--- config.mk ---
export PLATFORM = sky130hd
export DESIGN_NAME = kernel_b_stream_feeder
export DESIGN_NICKNAME = d
export VERILOG_FILES = /design/src/rtl/kernel_b_stream_feeder_pkg.sv /design/src/rtl/kernel_b_sync_fifo.sv /design/src/rtl/kernel_b_stream_feeder.sv
export SDC_FILE = /design/constraint.sdc
export NUM_CORES = 1
export LEC_CHECK = 0
export CORE_MARGIN = 1
export CORE_UTILIZATION = 60
export CTS_BUF_LIST = sky130_fd_sc_hd__clkbuf_16
export DETAILED_ROUTE_END_ITERATION = 10
export PLACE_DENSITY_LB_ADDON = 0.1
export SETUP_SLACK_MARGIN = 0.15
export SLEW_MARGIN = 20
export SYNTH_ARGS = -nofsm -noshare
export SYNTH_HDL_FRONTEND = slang
export SYNTH_SLANG_ARGS = --single-unit
--- constraint.sdc ---
create_clock -name clk -period 6.6 [get_ports clk]
set_input_delay 1.32 -clock clk [delete_from_list [all_inputs] [get_ports clk]]
set_output_delay 1.32 -clock clk [all_outputs]
set_load 0.05 [all_outputs]
--- src/rtl/kernel_b_stream_feeder_pkg.sv ---
// Shared definitions for the kernel_B stream feeder: default widths, a
// constant-evaluable log2 helper and the feeder FSM state encoding.
package kernel_b_stream_feeder_pkg;

  localparam int unsigned DATAW_DEF = 32;

  // Ceiling log2, usable in parameter/localparam elaboration.
  function automatic int unsigned clog2(input int unsigned value);
    int unsigned res;
    res = 0;
    for (int unsigned i = 0; i < 32; i++) begin
      if ((64'(1) << i) < 64'(value)) res = i + 1;
    end
    return res;
  endfunction

  typedef enum logic [1:0] {
    ST_IDLE = 2'd0,
    ST_RUN  = 2'd1,
    ST_DONE = 2'd2
  } state_t;

endpackage

--- src/rtl/kernel_b_sync_fifo.sv ---
// Small synchronous FIFO whose output register always holds the current head.
// Ports:
//   clk, rst   clock and synchronous active-high reset
//   push, pop  write / read strobes (ignored when full / empty)
//   din        write data
//   dout       registered copy of the head entry (0 after reset)
//   full       no free entry
//   empty      no valid entry
module kernel_b_sync_fifo
  import kernel_b_stream_feeder_pkg::*;
#(
  parameter int unsigned DATAW      = DATAW_DEF,
  parameter int unsigned FIFO_DEPTH = 4
) (
  input  logic             clk,
  input  logic             rst,
  input  logic             push,
  input  logic             pop,
  input  logic [DATAW-1:0] din,
  output logic [DATAW-1:0] dout,
  output logic             full,
  output logic             empty
);

  localparam int unsigned AW = clog2(FIFO_DEPTH);
  localparam int unsigned PW = AW + 1;

  logic [DATAW-1:0] mem [FIFO_DEPTH];
  logic [PW-1:0]    wr_ptr;
  logic [PW-1:0]    rd_ptr;
  logic [PW-1:0]    rd_nxt;
  logic             do_push;
  logic             do_pop;
  logic             nxt_empty;
  logic [DATAW-1:0] head_nxt;

  // Pointers carry one extra wrap bit to tell full from empty.
  assign full    = (wr_ptr[AW] != rd_ptr[AW]) && (wr_ptr[AW-1:0] == rd_ptr[AW-1:0]);
  assign empty   = (wr_ptr == rd_ptr);
  assign do_push = push & ~full;
  assign do_pop  = pop & ~empty;
  assign rd_nxt  = rd_ptr + PW'(do_pop);

  // Head after this cycle: the incoming word if the FIFO drains to it,
  // otherwise the already-stored entry at the advanced read pointer.
  assign nxt_empty = (rd_nxt == wr_ptr) && !do_push;
  assign head_nxt  = (rd_nxt == wr_ptr) ? din : mem[rd_nxt[AW-1:0]];

  // Storage array, no reset needed.
  always_ff @(posedge clk) begin
    if (do_push) mem[wr_ptr[AW-1:0]] <= din;
  end

  // Pointers and head register; head holds when nothing moves or FIFO drains.
  always_ff @(posedge clk) begin
    if (rst) begin
      wr_ptr <= '0;
      rd_ptr <= '0;
      dout   <= '0;
    end else begin
      wr_ptr <= wr_ptr + PW'(do_push);
      rd_ptr <= rd_nxt;
      if ((do_push || do_pop) && !nxt_empty) dout <= head_nxt;
    end
  end

endmodule

--- src/rtl/kernel_b_stream_feeder.sv ---
// Feeds the stall-driven kernel_B pipeline from a valid/ready stream.
// Buffers input in a small FIFO, accepts exactly NKI words per run, issues
// them in order whenever the kernel can advance, then pulses done.
// Ports:
//   clk, rst    clock and synchronous active-high reset
//   start       run request, honoured only in IDLE
//   src_data/src_valid/src_ready  input stream
//   dst_stall   downstream sink back-pressure
//   krn_data    word presented to the kernel (FIFO head)
//   krn_stall   kernel hold; low means krn_data is consumed this cycle
//   busy        high while running
//   done        one-cycle pulse after the last item is issued
module kernel_b_stream_feeder
  import kernel_b_stream_feeder_pkg::*;
#(
  parameter int unsigned DATAW      = DATAW_DEF,
  parameter int unsigned FIFO_DEPTH = 4,
  parameter int unsigned NKI        = 1024,
  parameter int unsigned CNTW       = 16
) (
  input  logic             clk,
  input  logic             rst,
  input  logic             start,
  input  logic [DATAW-1:0] src_data,
  input  logic             src_valid,
  output logic             src_ready,
  input  logic             dst_stall,
  output logic [DATAW-1:0] krn_data,
  output logic             krn_stall,
  output logic             busy,
  output logic             done
);

  localparam logic [CNTW-1:0] NKI_C  = CNTW'(NKI);
  localparam logic [CNTW-1:0] LAST_C = CNTW'(NKI - 1);

  state_t          state;
  logic [CNTW-1:0] acc_cnt;
  logic [CNTW-1:0] iss_cnt;
  logic            fifo_full;
  logic            fifo_empty;
  logic            run_c;
  logic            push;
  logic            pop;

  assign run_c     = (state == ST_RUN);
  assign src_ready = run_c & ~fifo_full & (acc_cnt < NKI_C);
  assign krn_stall = ~(run_c & ~fifo_empty & ~dst_stall);
  assign push      = src_valid & src_ready;
  assign pop       = ~krn_stall;

  kernel_b_sync_fifo #(
    .DATAW      (DATAW),
    .FIFO_DEPTH (FIFO_DEPTH)
  ) u_fifo (
    .clk   (clk),
    .rst   (rst),
    .push  (push),
    .pop   (pop),
    .din   (src_data),
    .dout  (krn_data),
    .full  (fifo_full),
    .empty (fifo_empty)
  );

  // Run-control FSM with item counters and registered status outputs.
  always_ff @(posedge clk) begin
    if (rst) begin
      state   <= ST_IDLE;
      acc_cnt <= '0;
      iss_cnt <= '0;
      busy    <= 1'b0;
      done    <= 1'b0;
    end else begin
      case (state)
        ST_IDLE: begin
          done <= 1'b0;
          if (start) begin
            state   <= ST_RUN;
            acc_cnt <= '0;
            iss_cnt <= '0;
            busy    <= 1'b1;
          end
        end
        ST_RUN: begin
          if (push && (acc_cnt < NKI_C)) acc_cnt <= acc_cnt + CNTW'(1);
          if (pop && (iss_cnt < NKI_C)) begin
            iss_cnt <= iss_cnt + CNTW'(1);
            // Last item leaves this cycle: finish the run.
            if (iss_cnt == LAST_C) begin
              state <= ST_DONE;
              busy  <= 1'b0;
              done  <= 1'b1;
            end
          end
        end
        ST_DONE: begin
          state <= ST_IDLE;
          done  <= 1'b0;
        end
        default: begin
          state <= ST_IDLE;
          busy  <= 1'b0;
          done  <= 1'b0;
        end
      endcase
    end
  end

endmodule

======== Word level (Yosys, flattened, before mapping) ========
Memory sizes are Yosys's and may differ from the RTL's.
Cells that the tools add are included.
storage, ports and cells
  bits in registers ....................... 74
  latch bits .............................. 0
  memory bits (writable) .................. 128
  ROM bits ................................ 0
  input port bits ......................... 37
  output and inout port bits .............. 36
  logic and storage cells ................. 71
  memories ................................ 1
cells by class
  $add $sub $neg .......................... 4
  $mul .................................... 0
  divide/modulo/power cells ............... 0
  order comparisons ....................... 2
  equal/unequal tests ..................... 11
  shift-type cells ........................ 0
  mux-type cells .......................... 16
  bitwise operators ....................... 13
  reductions and logical operators ........ 16
memory list
  memory      depth  width  rd ports  clocked after Yosys merged registers in  wr ports  line                      source
  u_fifo.mem  4      32     1         0                                        1         kernel_b_sync_fifo.sv:28  logic [DATAW-1:0] mem [FIFO_DEPTH];
operators by type and width
  operator                                                       number
  case mux 16 bit (2 select lines)                               2
  two-way mux 16 bit                                             3
  adder 16 x 1 -> 16 bit (second input constant)                 2
  less-than comparator 16 x 11 -> 1 bit (second input constant)  2
  two-way mux 32 bit                                             1
  equality test 16 x 10 -> 1 bit (second input constant)         1
  AND reduction 3 bit                                            3
  bitwise AND 1 bit                                              7
  adder 3 x 1 -> 3 bit                                           2
  equality test 3 bit                                            2
  two-way mux 2 bit                                              3
  inequality test 2 x 1 -> 1 bit (second input constant)         3
  inverter 1 bit                                                 6
  logical AND 1 bit                                              5
  two-way mux 1 bit                                              5
  case mux 2 bit (2 select lines)                                1
  AND reduction 4 bit                                            1
  case mux 1 bit (3 select lines)                                1
  equality test 2 x 1 -> 1 bit (second input constant)           1
  equality test 2 bit                                            1
  equality test 2 bit (second input constant)                    1
  zero test 1 bit                                                2
  zero test 2 bit                                                1
  inequality test 2 bit (second input constant)                  1
  5 further kinds                                                5

======== Depth between registers and ports, before layout ========
  word-level depth ........................ 11
  depth in mapped cells ................... 11
  mapped depth without buffers ............ 9

======== By module ========
From an unflattened synthesis, not the netlist that was laid out.
second synthesis, totals
  cell total of the unflattened synthesis .. 534
  area, all modules ....................... 8534.4 µm²
by module, submodules not included
  module                  times used  cells each  area an instance (µm²)  seq. area each (µm²)
  kernel_b_sync_fifo      1           353         6930.4                  4604.4
  kernel_b_stream_feeder  1           181         1604.0                  720.7

======== Least setup slack after synthesis ========
No wires, ideal clock.
  path type ............................... input port to flip-flop
  from .................................... input src_valid
  to ...................................... memory u_fifo.mem[1][0] in the netlist's numbering, enable pin
  setup time .............................. 0.468 ns
  data arrival time ....................... 4.375 ns
  data required time ...................... 6.132 ns
  setup slack ............................. 1.757 ns
  stages .................................. 4
  buffers on the path ..................... 1
  cells stage by stage .................... nand4_1 clkbuf_1 or2_2 nor3b_1
on the way
  longest elaborated chain between the ends .. 4
RTL lines
  what                                     line                          source
  start: declaration                       kernel_b_stream_feeder.sv:25  input logic src_valid,
  bitwise AND 1 bit                        kernel_b_stream_feeder.sv:49  assign push = src_valid & src_ready;
  bitwise AND 1 bit                        kernel_b_sync_fifo.sv:40      assign do_push = push & ~full;
  two-way mux 1 bit                        kernel_b_sync_fifo.sv:51      if (do_push) mem[wr_ptr[AW-1:0]] <= din;
  two-way mux 1 bit (not written as such)  kernel_b_sync_fifo.sv:51
  end: declaration                         kernel_b_sync_fifo.sv:28
Every way passes these cells.

======== Final worst setup path ========
  from .................................... input dst_stall
  to ...................................... output krn_stall
on the way
  longest elaborated chain between the ends .. 3
RTL lines
  what                line                          source
  start: declaration  kernel_b_stream_feeder.sv:27  input logic dst_stall,
  inverter 1 bit      kernel_b_stream_feeder.sv:48  assign krn_stall = ~(run_c & ~fifo_empty & ~dst_stall);
  bitwise AND 1 bit   kernel_b_stream_feeder.sv:48
  inverter 1 bit      kernel_b_stream_feeder.sv:48
  end: declaration    kernel_b_stream_feeder.sv:29  output logic krn_stall,
Every way passes these cells.

==> reports/results.txt <==
status: finished, final reports clean
CP max stage delay: 0.72 ns
fmax: 0.226 GHz
Register Area: 0.00533 mm²
DR WL/cell: 18.7 µm
CTS H-Tree Depth: 1
VDD IR max: 239 µV
Max clock buf depth: 3
cts hold-fix bufs: 0
Post-synth ARST share: 0%
CTS buffer count: 21
Mapped Nets: 561
footprint of the multi-input gates: 0.00247 mm²
total design power: 2.79 mW
global placement routability congestion: 0.722
HP Start: iss_cnt[13]
CP Capture Type: output pin
post-synth cell types: 50
Buf/Inv on CP: 3
slowest CP cell: clkdlybuf4s50_1
syn_area_per_cell: 15.2 µm²
# setup viols final: 0
first-pass detailed-route iteration total: 4
maximum number of pins on one net before global-route repair: 51
crit path cell chain: clkdlybuf4s50_1 -> a311oi_4 -> inv_1 -> clkdlybuf4s50_1
via count: 4,535
# Post-CTS Setup Buffers: 0
chip width: 117 µm
CTS resizes: 0
vias in the first global route: 4,581
minimum clock period after layout: 4.42 ns
max capacitance violation total: 0
CTS Root Buffer Type: clkbuf_16
CP Max Fanout: 9
Slew @ Worst Pin: 1.08 ns
GR Overflow Total: 0
period utilisation layout: 67.0%
crit path from: dst_stall
# fillers: 830
Hold Vio Cnt, Final: 0
Worst Path Required: 5.28 ns
TNS Setup: 0 ns
Routed Antenna Nets: 0
Ys Warns: 0
HPWL Detailed: 8590 µm
final WL: 14,600 µm
crit path DAT: 3.10 ns
PD cells: 295 mW/mm²
antenna violations before repair: 0
reg-to-reg endpoint: u_fifo.dout[5]
dominant synthesized flop cell: edfxtp_1
# DRC: 0
Reg2Reg Depth: 10
diode count: 0
headroom to the max-slew limit: 27.7%
Net count, final: 634
DIE AREA: 0.0136 mm²
die height: 117 µm
critical path launch point type: input pin
number of synthesized flops with an enable pin: 128
later-pin clock latency in the skew report: 0.49 ns
Starting Density: 62.1%
Worst Hold Class: reg2reg
synthesized instance count: 518
crit path kind: in2out
CP Depth: 4
post-synthesis register bit count: 202
Iteration-0 DRC Markers: 289
Reg-to-Reg Start: u_fifo.wr_ptr[0]
global-route wire length before repair: 23,200 µm
Rows: 41
post-synthesis instance area: 0.00790 mm²
Port-buffer cells: 72
area delta synth->final: 19.9%
Seq/Total Area, Yosys: 67.4%
RSZ-0062 raised after global routing: no
CTS tree: built
worst setup path endpoint: krn_stall
overall routing resource usage: 22.6%
CTS Sinks: 202
Max Slew Vio Count: 0
IO Count: 73
Core ar.: 0.0127 mm²
fraction of layout cells with a size suffix above 1: 14.9%
top cell family by delay on the critical path: buffers and inverters
Worst Skew: 0.0226 ns
post-DR vias/cell: 5.83
Leakage: 3.06 nW
R2R Setup Slk: 3.07 ns
Clock Pin Slew Worst Setup and Hold Paths: 0.06 ns
Most common cell on crit path: clkdlybuf4s50_1
power breakdown:
group	switching (mW)	total [mW]	internal, mW
combinational	0.148	0.246	0.0985
sequential	0.0136	1.38	1.37
clock	0.461	1.16	0.698
worst min-delay path by stage:
| stage | endpoint | cells after the start | slack [ns] |
|---|---|---|---|
| 6_report | iss_cnt[13] | 1 | 0.46 |
| 5_1_grt | iss_cnt[13] | 1 | 0.48 |
| 4_1_cts | acc_cnt[15] | 1 | 0.46 |
| 3_5_place_dp | iss_cnt[13] | 1 | 0.45 |
| 3_3_place_gp | iss_cnt[14] | 1 | 0.44 |
| 2_1_floorplan | iss_cnt[14] | 1 | 0.42 |
state kept, by name, indices dropped and copies added, names as in the netlist:
signal and count:
u_fifo.wr_ptr 3, state 2, done 1, acc_cnt 16
u_fifo.dout 32, busy 1, u_fifo.rd_ptr 3, u_fifo.mem 128
iss_cnt 16
synthesized netlist by cell type (2+ instances only):
| library cell | count | area, µm² |
|---|---|---|
| o21ai_0 | 6 | 30.0 |
| and4_1 | 2 | 17.5 |
| inv_1 | 4 | 15.0 |
| nor3_1 | 7 | 35.0 |
| xnor2_1 | 14 | 123 |
| nand2_1 | 13 | 48.8 |
| clkbuf_1 | 16 | 60.1 |
| nor2b_1 | 5 | 31.3 |
| buf_4 | 5 | 37.5 |
| nor4_1 | 4 | 25.0 |
| nor4b_1 | 3 | 26.3 |
| nor2_1 | 58 | 218 |
| mux2i_1 | 32 | 320 |
| o21a_1 | 2 | 15.0 |
| mux4_2 | 32 | 721 |
| or4_1 | 3 | 22.5 |
| nand3_1 | 9 | 45.0 |
| a211oi_1 | 32 | 240 |
| nand4_1 | 5 | 31.3 |
| o31ai_1 | 2 | 15.0 |
| and3_1 | 3 | 18.8 |
| dfxtp_1 | 74 | 1480 |
| edfxtp_1 | 128 | 3840 |
| or3_2 | 3 | 22.5 |
| buf_2 | 6 | 30.0 |
| and2_1 | 10 | 62.6 |
| a21oi_1 | 11 | 55.1 |
| a41oi_1 | 2 | 17.5 |
| ha_1 | 6 | 75.1 |
cell families (layout without fill, tap and decap cells):
| group | after synthesis | after routing | synth area share (%) |
|---|---|---|---|
| multiplexers | 65 | 65 | 13.3 |
| adder cells (fa/ha/maj) | 6 | 6 | 0.951 |
| AO/OA/AOI/OAI | 62 | 62 | 5.77 |
| AND/OR/NAND/NOR | 135 | 135 | 8.73 |
| XOR/XNOR | 16 | 16 | 1.95 |
| flip-flops | 202 | 202 | 67.4 |
| buffers and inverters | 32 | 120 | 1.85 |
cell usage in the layout, fill, tap and decap left out, types with 3 or more instances in the layout:
cell             synthesis  routed
and3_1                   3       3
xnor2_1                 14      14
edfxtp_1               128     128
nor3_1                   7       6
clkdlybuf4s50_1          0      71
ha_1                     6       4
mux2i_1                 32      32
mux4_2                  32      32
dfxtp_1                 74      74
nand2_1                 13      13
clkinv_1                 0       4
or3_2                    3       3
nor2_1                  58      57
nor2b_1                  5       5
bufinv_16                0       3
inv_1                    4       9
buf_4                    5       6
a211oi_1                32      32
nand4_1                  5       5
nand3_1                  9       8
and2_1                  10      10
clkbuf_16                0      21
nor4b_1                  3       3
a21oi_1                 11      11
o21ai_0                  6       6
nor4_1                   4       4
or4_1                    3       3
through the flow:
stage	util [%]	worst slack (ns)	cell area (µm²)	hold slack (ns)	instances
global placement	69.0	2.17	8780	0.437	740
detailed placement	69.0	2.10	8780	0.446	740
global route	74.4	2.12	9470	0.477	778
finish	74.4	2.18	9470	0.462	778
floorplan	-	1.76	7900	0.420	518
CTS	74.4	2.16	9470	0.465	778
metal layers:
| metal | routed length (µm) | track usage (%) |
|---|---|---|
| met3 | 753 | 3.01 |
| met4 | 339 | 6.75 |
| met1 | 6200 | 29.6 |
| met2 | 7280 | 39.6 |
| met5 | 0 | 0 |
cell type report:
| type | instances | share of cell area (%) |
|---|---|---|
| multi-input cells | 284 | 26.0 |
| well taps | 172 | 2.27 |
| clock inverters | 17 | 1.70 |
| flip-flops and latches | 202 | 56.2 |
| clock buffers | 21 | 5.55 |
| inverters | 4 | 0.159 |
| repair buffers | 78 | 8.03 |
Note: power is estimated with default switching activity, not from simulation.
